===== src/rtl/iq_demod_pkg.sv =====
// Shared types and sizing helpers for the iq_demod chain (filters, discriminator, despreader).
package iq_demod_pkg;

   localparam int DATA_W = 5;

   typedef struct packed {
      logic signed [DATA_W-1:0] i;
      logic signed [DATA_W-1:0] q;
   } iq_sample_t;

   // Full-precision width of I[n]*Q[n-1] - Q[n]*I[n-1] for w-bit signed inputs.
   function automatic int disc_width(input int w);
      return 2 * w + 1;
   endfunction

endpackage


===== src/rtl/iq_discriminator_if.sv =====
// Stream interface for the discriminator: I/Q samples in, discriminator value and chip out.
interface iq_discriminator_if
   import iq_demod_pkg::*;
#(
   parameter int DATA_W = iq_demod_pkg::DATA_W
) ();

   localparam int OUT_W = disc_width(DATA_W);

   logic                     in_valid;
   logic                     in_ready;
   logic signed [DATA_W-1:0] i_in;
   logic signed [DATA_W-1:0] q_in;
   logic                     out_valid;
   logic                     out_ready;
   logic signed [OUT_W-1:0]  disc_out;
   logic                     chip_out;

   modport master (
      output in_valid, i_in, q_in, out_ready,
      input  in_ready, out_valid, disc_out, chip_out
   );

   modport slave (
      input  in_valid, i_in, q_in, out_ready,
      output in_ready, out_valid, disc_out, chip_out
   );

endinterface


===== src/rtl/iq_cross_mult.sv =====
// Registered pair of signed cross products I[n]*Q[n-1] and Q[n]*I[n-1], with stage enable.
module iq_cross_mult #(
   parameter int DATA_W = 5
) (
   input  logic                       clk,
   input  logic                       resetn,
   input  logic                       clr,
   input  logic                       en,
   input  logic                       valid_in,
   input  logic signed [DATA_W-1:0]   i_cur,
   input  logic signed [DATA_W-1:0]   q_cur,
   input  logic signed [DATA_W-1:0]   i_prev,
   input  logic signed [DATA_W-1:0]   q_prev,
   output logic signed [2*DATA_W-1:0] p1,
   output logic signed [2*DATA_W-1:0] p2,
   output logic                       valid_out
);

   localparam int PROD_W = 2 * DATA_W;

   logic signed [DATA_W-1:0] mul_a [2];
   logic signed [DATA_W-1:0] mul_b [2];
   logic signed [PROD_W-1:0] prod [2];
   logic                     valid_reg;

   assign mul_a[0] = i_cur;
   assign mul_b[0] = q_prev;
   assign mul_a[1] = q_cur;
   assign mul_b[1] = i_prev;

   genvar gi;
   generate
      for (gi = 0; gi < 2; gi++) begin : g_mul
         logic signed [PROD_W-1:0] prod_reg;
         // Operands are widened first so the product is exact at 2*DATA_W bits.
         always_ff @(posedge clk or negedge resetn) begin
            if (!resetn) begin
               prod_reg <= '0;
            end else if (en) begin
               prod_reg <= PROD_W'(mul_a[gi]) * PROD_W'(mul_b[gi]);
            end
         end
         assign prod[gi] = prod_reg;
      end
   endgenerate

   always_ff @(posedge clk or negedge resetn) begin
      if (!resetn) begin
         valid_reg <= 1'b0;
      end else if (clr) begin
         valid_reg <= 1'b0;
      end else if (en) begin
         valid_reg <= valid_in;
      end
   end

   assign p1        = prod[0];
   assign p2        = prod[1];
   assign valid_out = valid_reg;

endmodule


===== src/rtl/iq_discriminator.sv =====
// Decimating cross-product FM discriminator: d[n] = I[n]*Q[n-1] - Q[n]*I[n-1], chip = (d > 0).
module iq_discriminator
   import iq_demod_pkg::*;
#(
   parameter int DATA_W = iq_demod_pkg::DATA_W,
   parameter int DECIM  = 4
) (
   input  logic               clk,
   input  logic               resetn,
   input  logic               sync_clr,
   iq_discriminator_if.slave  bus
);

   localparam int OUT_W  = disc_width(DATA_W);
   localparam int PROD_W = 2 * DATA_W;

   logic                     en;
   logic                     accept;
   logic                     keep;
   logic signed [DATA_W-1:0] i_cur_reg, q_cur_reg, i_prev_reg, q_prev_reg;
   logic                     primed_reg;
   logic                     va_reg;
   logic                     vb;
   logic signed [PROD_W-1:0] p1, p2;
   logic signed [OUT_W-1:0]  disc_next;
   logic signed [OUT_W-1:0]  disc_reg;
   logic                     out_valid_reg;

   // A single global enable: any stall at the output freezes the whole pipe.
   assign en     = ~out_valid_reg | bus.out_ready;
   assign accept = bus.in_valid & en & ~sync_clr;

   generate
      if (DECIM > 1) begin : g_decim
         localparam int               CNT_W = $clog2(DECIM);
         localparam logic [CNT_W-1:0] LAST  = CNT_W'(DECIM - 1);
         logic [CNT_W-1:0] dcnt_reg;

         always_ff @(posedge clk or negedge resetn) begin
            if (!resetn) begin
               dcnt_reg <= '0;
            end else if (sync_clr) begin
               dcnt_reg <= '0;
            end else if (accept) begin
               dcnt_reg <= (dcnt_reg == LAST) ? '0 : dcnt_reg + 1'b1;
            end
         end

         assign keep = accept & (dcnt_reg == LAST);
      end else begin : g_no_decim
         assign keep = accept;
      end
   endgenerate

   // Stage A: sample history. The first kept sample after clear only primes it.
   always_ff @(posedge clk or negedge resetn) begin
      if (!resetn) begin
         i_cur_reg  <= '0;
         q_cur_reg  <= '0;
         i_prev_reg <= '0;
         q_prev_reg <= '0;
         primed_reg <= 1'b0;
         va_reg     <= 1'b0;
      end else if (sync_clr) begin
         i_cur_reg  <= '0;
         q_cur_reg  <= '0;
         i_prev_reg <= '0;
         q_prev_reg <= '0;
         primed_reg <= 1'b0;
         va_reg     <= 1'b0;
      end else if (en) begin
         va_reg <= keep & primed_reg;
         if (keep) begin
            i_cur_reg  <= bus.i_in;
            q_cur_reg  <= bus.q_in;
            i_prev_reg <= i_cur_reg;
            q_prev_reg <= q_cur_reg;
            primed_reg <= 1'b1;
         end
      end
   end

   iq_cross_mult #(
      .DATA_W (DATA_W)
   ) u_cross_mult (
      .clk       (clk),
      .resetn    (resetn),
      .clr       (sync_clr),
      .en        (en),
      .valid_in  (va_reg),
      .i_cur     (i_cur_reg),
      .q_cur     (q_cur_reg),
      .i_prev    (i_prev_reg),
      .q_prev    (q_prev_reg),
      .p1        (p1),
      .p2        (p2),
      .valid_out (vb)
   );

   assign disc_next = OUT_W'(p1) - OUT_W'(p2);

   // Stage C: output register; data only moves when a valid result arrives.
   always_ff @(posedge clk or negedge resetn) begin
      if (!resetn) begin
         disc_reg      <= '0;
         out_valid_reg <= 1'b0;
      end else if (sync_clr) begin
         out_valid_reg <= 1'b0;
      end else if (en) begin
         out_valid_reg <= vb;
         if (vb) begin
            disc_reg <= disc_next;
         end
      end
   end

   assign bus.in_ready  = en;
   assign bus.out_valid = out_valid_reg;
   assign bus.disc_out  = disc_reg;
   assign bus.chip_out  = ~disc_reg[OUT_W-1] & (|disc_reg);

endmodule


===== src/flat_wrapper.sv =====
// flat-port wrapper written by rule: the top's interface ports become plain ports
module iq_discriminator_flat import iq_demod_pkg::*;
#(
   parameter int DATA_W = iq_demod_pkg::DATA_W,
   parameter int DECIM  = 4
)
  (clk, resetn, sync_clr, bus_in_valid, bus_i_in, bus_q_in, bus_out_ready, bus_in_ready, bus_out_valid, bus_disc_out, bus_chip_out);
  iq_discriminator_if #(.DATA_W(DATA_W)) bus_i ();
  input  logic clk;
  input  logic resetn;
  input  logic sync_clr;
  input wire logic [$bits(bus_i.in_valid)-1:0] bus_in_valid;
  input wire logic [$bits(bus_i.i_in)-1:0] bus_i_in;
  input wire logic [$bits(bus_i.q_in)-1:0] bus_q_in;
  input wire logic [$bits(bus_i.out_ready)-1:0] bus_out_ready;
  output wire logic [$bits(bus_i.in_ready)-1:0] bus_in_ready;
  output wire logic [$bits(bus_i.out_valid)-1:0] bus_out_valid;
  output wire logic [$bits(bus_i.disc_out)-1:0] bus_disc_out;
  output wire logic [$bits(bus_i.chip_out)-1:0] bus_chip_out;
  assign bus_i.in_valid = bus_in_valid;
  assign bus_i.i_in = bus_i_in;
  assign bus_i.q_in = bus_q_in;
  assign bus_i.out_ready = bus_out_ready;
  assign bus_in_ready = bus_i.in_ready;
  assign bus_out_valid = bus_i.out_valid;
  assign bus_disc_out = bus_i.disc_out;
  assign bus_chip_out = bus_i.chip_out;
  iq_discriminator #(.DATA_W(DATA_W), .DECIM(DECIM)) u_core (.clk(clk), .resetn(resetn), .sync_clr(sync_clr), .bus(bus_i));
endmodule

===== config.mk =====
export PLATFORM = sky130hd
export DESIGN_NAME = iq_discriminator_flat
export DESIGN_NICKNAME = d
export VERILOG_FILES = /design/src/rtl/iq_demod_pkg.sv /design/src/rtl/iq_discriminator_if.sv /design/src/rtl/iq_cross_mult.sv /design/src/rtl/iq_discriminator.sv /design/src/flat_wrapper.sv
export SDC_FILE = /design/constraint.sdc
export NUM_CORES = 1
export LEC_CHECK = 0
export CELL_PAD_IN_SITES_DETAIL_PLACEMENT = 1
export CELL_PAD_IN_SITES_GLOBAL_PLACEMENT = 2
export CORE_ASPECT_RATIO = 0.9
export CORE_UTILIZATION = 25
export CTS_CLUSTER_SIZE = 30
export DETAILED_ROUTE_END_ITERATION = 8
export GPL_TIMING_DRIVEN = 0
export PLACE_DENSITY_LB_ADDON = 0.1
export SYNTH_ARGS = -nofsm -noshare
export SYNTH_HDL_FRONTEND = slang
export SYNTH_SLANG_ARGS = --single-unit

===== constraint.sdc =====
create_clock -name clk -period 10.7 [get_ports clk]
set_clock_uncertainty 0.2 [all_clocks]
set_input_delay 2.675 -clock clk [delete_from_list [all_inputs] [get_ports clk]]
set_output_delay 2.675 -clock clk [all_outputs]
set_load 0.02 [all_outputs]

# Word-level counts from Yosys, hierarchy flattened
# Index checks and enable logic that the tools add are counted.
totals:
  regBits: 57
  inputBits: 15
  out_inout_bits: 14
  wordCells: 56
classes:
  addsub: 2
  mul: 2
  eq_ne: 1
  n_mux: 24
  bitwise: 9
  reduce_logical: 6
op_table:
  columns: ["op", "n"]
  rows:
  - ["$mux W5", 12]
  - ["$mul A5 B5 Y10", 2]
  - ["$reduce_or A11 Y1", 1]
  - ["$sub A10 B10 Y11", 1]
  - ["$mux W1", 9]
  - ["$mux W2", 3]
  - ["$reduce_bool A2 Y1", 3]
  - ["$and A1 B1 Y1", 5]
  - ["$not A1 Y1", 3]
  - ["$reduce_and A3 Y1", 1]
  - ["$add A2 B1 Y2 const B", 1]
  - ["$eq A2 B2 Y1 const B", 1]
  - ["$reduce_and A2 Y1", 1]
  - ["$or A1 B1 Y1", 1]

# Depth between registers and ports, before layout
# Gate-level depths: netlist of run 1.
logic_depth:
  depth_word: 8
  depth_mapped: 13
  ltp_nobuf: 13

# Hierarchy
# From an unflattened synthesis of run 1, not the netlist that was laid out.
unflattened:
  cells_unflattened: 487
  area_unflattened_um2: 4529.3
modules_own_cells:
  columns: ["module", "n_inst", "cells_each", "area_per_inst_um2", "seq_area_each_um2"]
  rows:
  - ["iq_cross_mult", 1, 274, 2666.3, 525.5]
  - ["iq_discriminator", 1, 213, 1863.0, 900.9]

# Worst setup path before layout of run 1
# OpenSTA, ideal clock, no wires.
synth_path:
  kind: "input -> output"
  startpoint: "in bus_out_ready"
  endpoint: "out bus_in_ready"
  arrival_time_ps: 3345
  t_required_ps: 7825
  path_slack_ps: 4480
  cell_stages: 5
  n_path_buf: 3
  cell_sequence: "nor2b_1 > buf_2 > inv_2 > buf_2 > buf_2"
synth_via:
  elab_chain_len: 1
synth_rtl:
  columns: ["item", "line_no", "rtl"]
  rows:
  - ["start, declared", "flat_wrapper.sv:15", "input wire logic [$bits(bus_i.out_ready)-1:0] bus_out_ready;"]
  - ["$or A1 B1 Y1", "iq_discriminator.sv:30", "assign en = ~out_valid_reg | bus.out_ready;"]
  - ["end, declared", "flat_wrapper.sv:16", "output wire logic [$bits(bus_i.in_ready)-1:0] bus_in_ready;"]
# No other way between the ends.

# Final worst setup path of run 1
# Same ends and word-level chain as after synthesis.

==> impl_results.md, run 1 <==
- CTS Buf Count: 9
- Clk root buf: clkbuf_16
- Critical path type: input port to primary output
- Site Rows: 46
- Slew margin rel.: 57.5%
- # setup viols final: 0
- Fmax: 133 MHz
- Sequential power share: 44.5%
- Worst-skew pair later-pin latency: 340 ps
- Final RePlAce weighted congestion: 0.699
- Comb pwr share: 3.1%
- Ports: 29
- WL/cell: 14.8 um
- Post-synth EDFFs: 0
- Reg2Reg Launch Point: u_core.i_cur_reg[4]
- Via count: 3,219
- Dpl cells: 731
- Global Route met2 Usage: 21.2%
- Die height: 130 um
- Switch Pwr: 114 uW
- Die width: 144 um
- YS warnings: 0
- Maximum root-to-sink buffer count: 2
- Element type at the critical path start: input port
- Die area: 18,700 um2
- Layout fillers: 2,029
- Clock-pin slew on the worst setup and hold paths: 50 ps
- Unrepaired setup endpoints after global routing: false
- TritonCTS Sinks: 57
- Syn Nets: 554
- Clk network pwr share: 52.4%
- H-tree Lvls: 3
- GR peak layer: met2
- Global-route wire length before repair: 18,400 um
- Total gr overflow: 0
- HP Class: flop to flop
- Register bit total from synthesis: 57
- Most frequent cells in the layout: inv_1, dfrtp_1, nand2_1
- Commonest non-fill, non-tap cell in the layout: inv_1
- Setup Buffers After CTS: 0
- CTS Hold Buffers Added: 0
- Power Density: 91.3 nW/um2
- Worst Setup SP: bus_out_ready
- DPL Wire Length: 9060 um
- Vias in the first global route: 3,418
- P_int: 377 uW
- Sequential share of the synthesized area: 31.5%
- Met1 GRT Util: 17.5%
- Hold Fails Final Rpt: 0
- Largest register FFs: 11
- Setup TNS: 0 ps
- 1st-iter DRT viols: 52
- Pins over their slew limit: 0
- TritonCTS clock tree: done
- Async S/R FF share, synth: 100%
- Share of layout cells above drive strength 1: 8.70%
- VDD IR max: 82.2 uV
- Final Cycle Share: 70.2%
- Post-Layout Cell Count: 746
- Status: completed
- Antenna Violating Nets Remaining: 0
- Initial Util: 25.6%
- Max cap viols: 0
- Unique masters post-synth: 48
- Total Nets Final: 593
- Vias/cell: 4.32
- Met3 Track Usage GR: 3.12%
- Post-Syn Area: 4530 um2
- Total GRT Usage: 13.1%
- PortBufs: 27
- Post-cts sizing count: 0
- Synth Instances: 463
- Detailed Route WL: 11,000 um
- Main flop type after synthesis: dfrtp_1
- Fin crit period: 7510 ps
- Hold wc startpoint: u_core.u_cross_mult.p1[2]
- Synthesis-to-layout area growth: 18.7%
- Avg Cell Area, Syn: 9.79 um2
- Crit path arrival time: 4640 ps
- Slew @ Worst Pin: 633 ps
- Switching share of total power: 23.2%
- Data required, critical path: 7830 ps
- Leak pwr: 2.52 nW
- DRC Markers: 0
- Initial antenna violation count: 0
- CP max FO: 10
- Largest net degree at the start of global routing: 39
- DRT Pass-1 Iters: 4
- Setup crit end kind: primary output
- Core Footprint: 17,700 um2
- Antenna cells: 0
==> synthesized netlist by cell type (all sizes together), types with 2 or more instances <==
cell type  instances  area share (%)
a22o              20             3.9
o21bai             3            0.50
a211oi             3            0.72
a21boi             2            0.33
o31ai              4            0.66
and2              30             4.1
buf               13             1.9
nor4               3            0.41
clkbuf             2            0.17
dfrtp             57              31
nand3              7             1.0
xnor2             18             3.5
fa                35              15
nand2b             9             1.2
o311ai             2            0.39
inv               66             5.5
o21a               4            0.72
nor2              19             1.6
nor2b              4            0.61
and3               2            0.28
ha                41              11
nand2             42             3.5
mux2i              3            0.66
a21o               6            0.99
o21ai             20             2.3
nor3b              7             1.2
xor2               2            0.39
nor3               8            0.88
a21oi             22             2.6
==> through the flow <==
stage | area [um2] | hold slack, ps | util, % | total power [mW] | worst slack [ps]
CTS | 5380 | 281 | 30.4 | 0.503 | 3130
global placement | 5100 | 266 | 28.9 | 0.237 | 3130
detailed placement | 5120 | 268 | 29.0 | 0.238 | 3130
floorplan | 4530 | 243 | - | 0.226 | 4480
global route | 5380 | 300 | 30.4 | 0.512 | 3050
finish | 5380 | 275 | 30.4 | 0.491 | 3190
==> metal layers <==
| layer | share of wire [%] | vias to the layer above |
|---|---|---|
| li1 | - | 1618 |
| met2 | 46 | 40 |
| met4 | 1.1 | 0 |
| met3 | 2.9 | 10 |
| met1 | 50 | 1551 |
| met5 | 0 | - |
==> worst max-delay path, cell delays in order <==
cell and delay [ps]:
clkdlybuf4s50_1 450, nor2b_1 40, buf_2 200, inv_2 130, buf_2 230, buf_2 270, clkdlybuf4s50_1 640
==> logic make-up after synthesis <==
logic type	share of synthesized area, %
AO/OA/AOI/OAI	14.0
XOR/XNOR	3.87
adder cells (fa/ha/maj)	26.8
buffers and inverters	7.54
flip-flops	31.5
multiplexers	0.911
AND/OR/NAND/NOR	15.4
==> power groups by stage <==
stage	sequential [mW]	clock (mW)	combinational [mW]
global route	0.218	0.276	0.0174
finish	0.218	0.257	0.0153
CTS	0.218	0.269	0.0160
detailed placement	0.222	0	0.0160
global placement	0.222	0	0.0150
floorplan	0.222	0	0.00419
==> path summary, 6_finish.rpt <==
check | endpoint | slack (ps) | cells past startpoint
worst max-delay path | bus_in_ready | 3190 | 7
worst min-delay path | u_core.u_cross_mult.p1[2] | 280 | 2
worst max register to register | u_core.u_cross_mult.p1[9] | 6800 | 12
worst min register to register | u_core.u_cross_mult.p1[2] | 280 | 2
max in group asynchronous | u_core.q_cur_reg[2] | 7610 | 2
min in group asynchronous | u_core.bus.disc_out[1] | 2110 | 1
==> area by class of cell <==
class                      instances  area [um2]  share of cell area (%)
multi-input combinational        325        2760                    51.4
buffer                            15        93.8                    1.74
sequential                        57        1430                    26.5
tap                              240         300                    5.58
clock inverter                     6        36.3                   0.675
inverter                          66         248                    4.61
clock buffer                       9         225                    4.19
timing repair buffer              28         285                    5.30
No activity file was read; power rests on OpenSTA's default activity.
==> inputs of run 2 (changes only) <==
Clock period 10.7 ns to 6.6 ns, I/O delays scaled along.
==> results of run 2 <==
The final DEF is identical to that of run 1. Status: completed.
Among the figures that moved: setup slack after placement 3130 ps -> 1080 ps; setup slack after layout 3190 ps -> 1140 ps; register-to-register setup slack 6800 ps -> 2700 ps; total power 0.491 mW -> 0.796 mW; worst IR drop on VDD 82.2 uV -> 133 uV
==> inputs of run 3 (changes only) <==
Clock period 6.6 ns to 4.85 ns, I/O delays scaled along.
==> results of run 3 <==
The final DEF is identical to that of run 1. Status: completed.
Among the figures that moved: setup slack after placement 3130 ps -> 206 ps; setup slack after layout 3190 ps -> 262 ps; register-to-register setup slack 6800 ps -> 950 ps; total power 0.491 mW -> 1.08 mW; worst IR drop on VDD 82.2 uV -> 181 uV
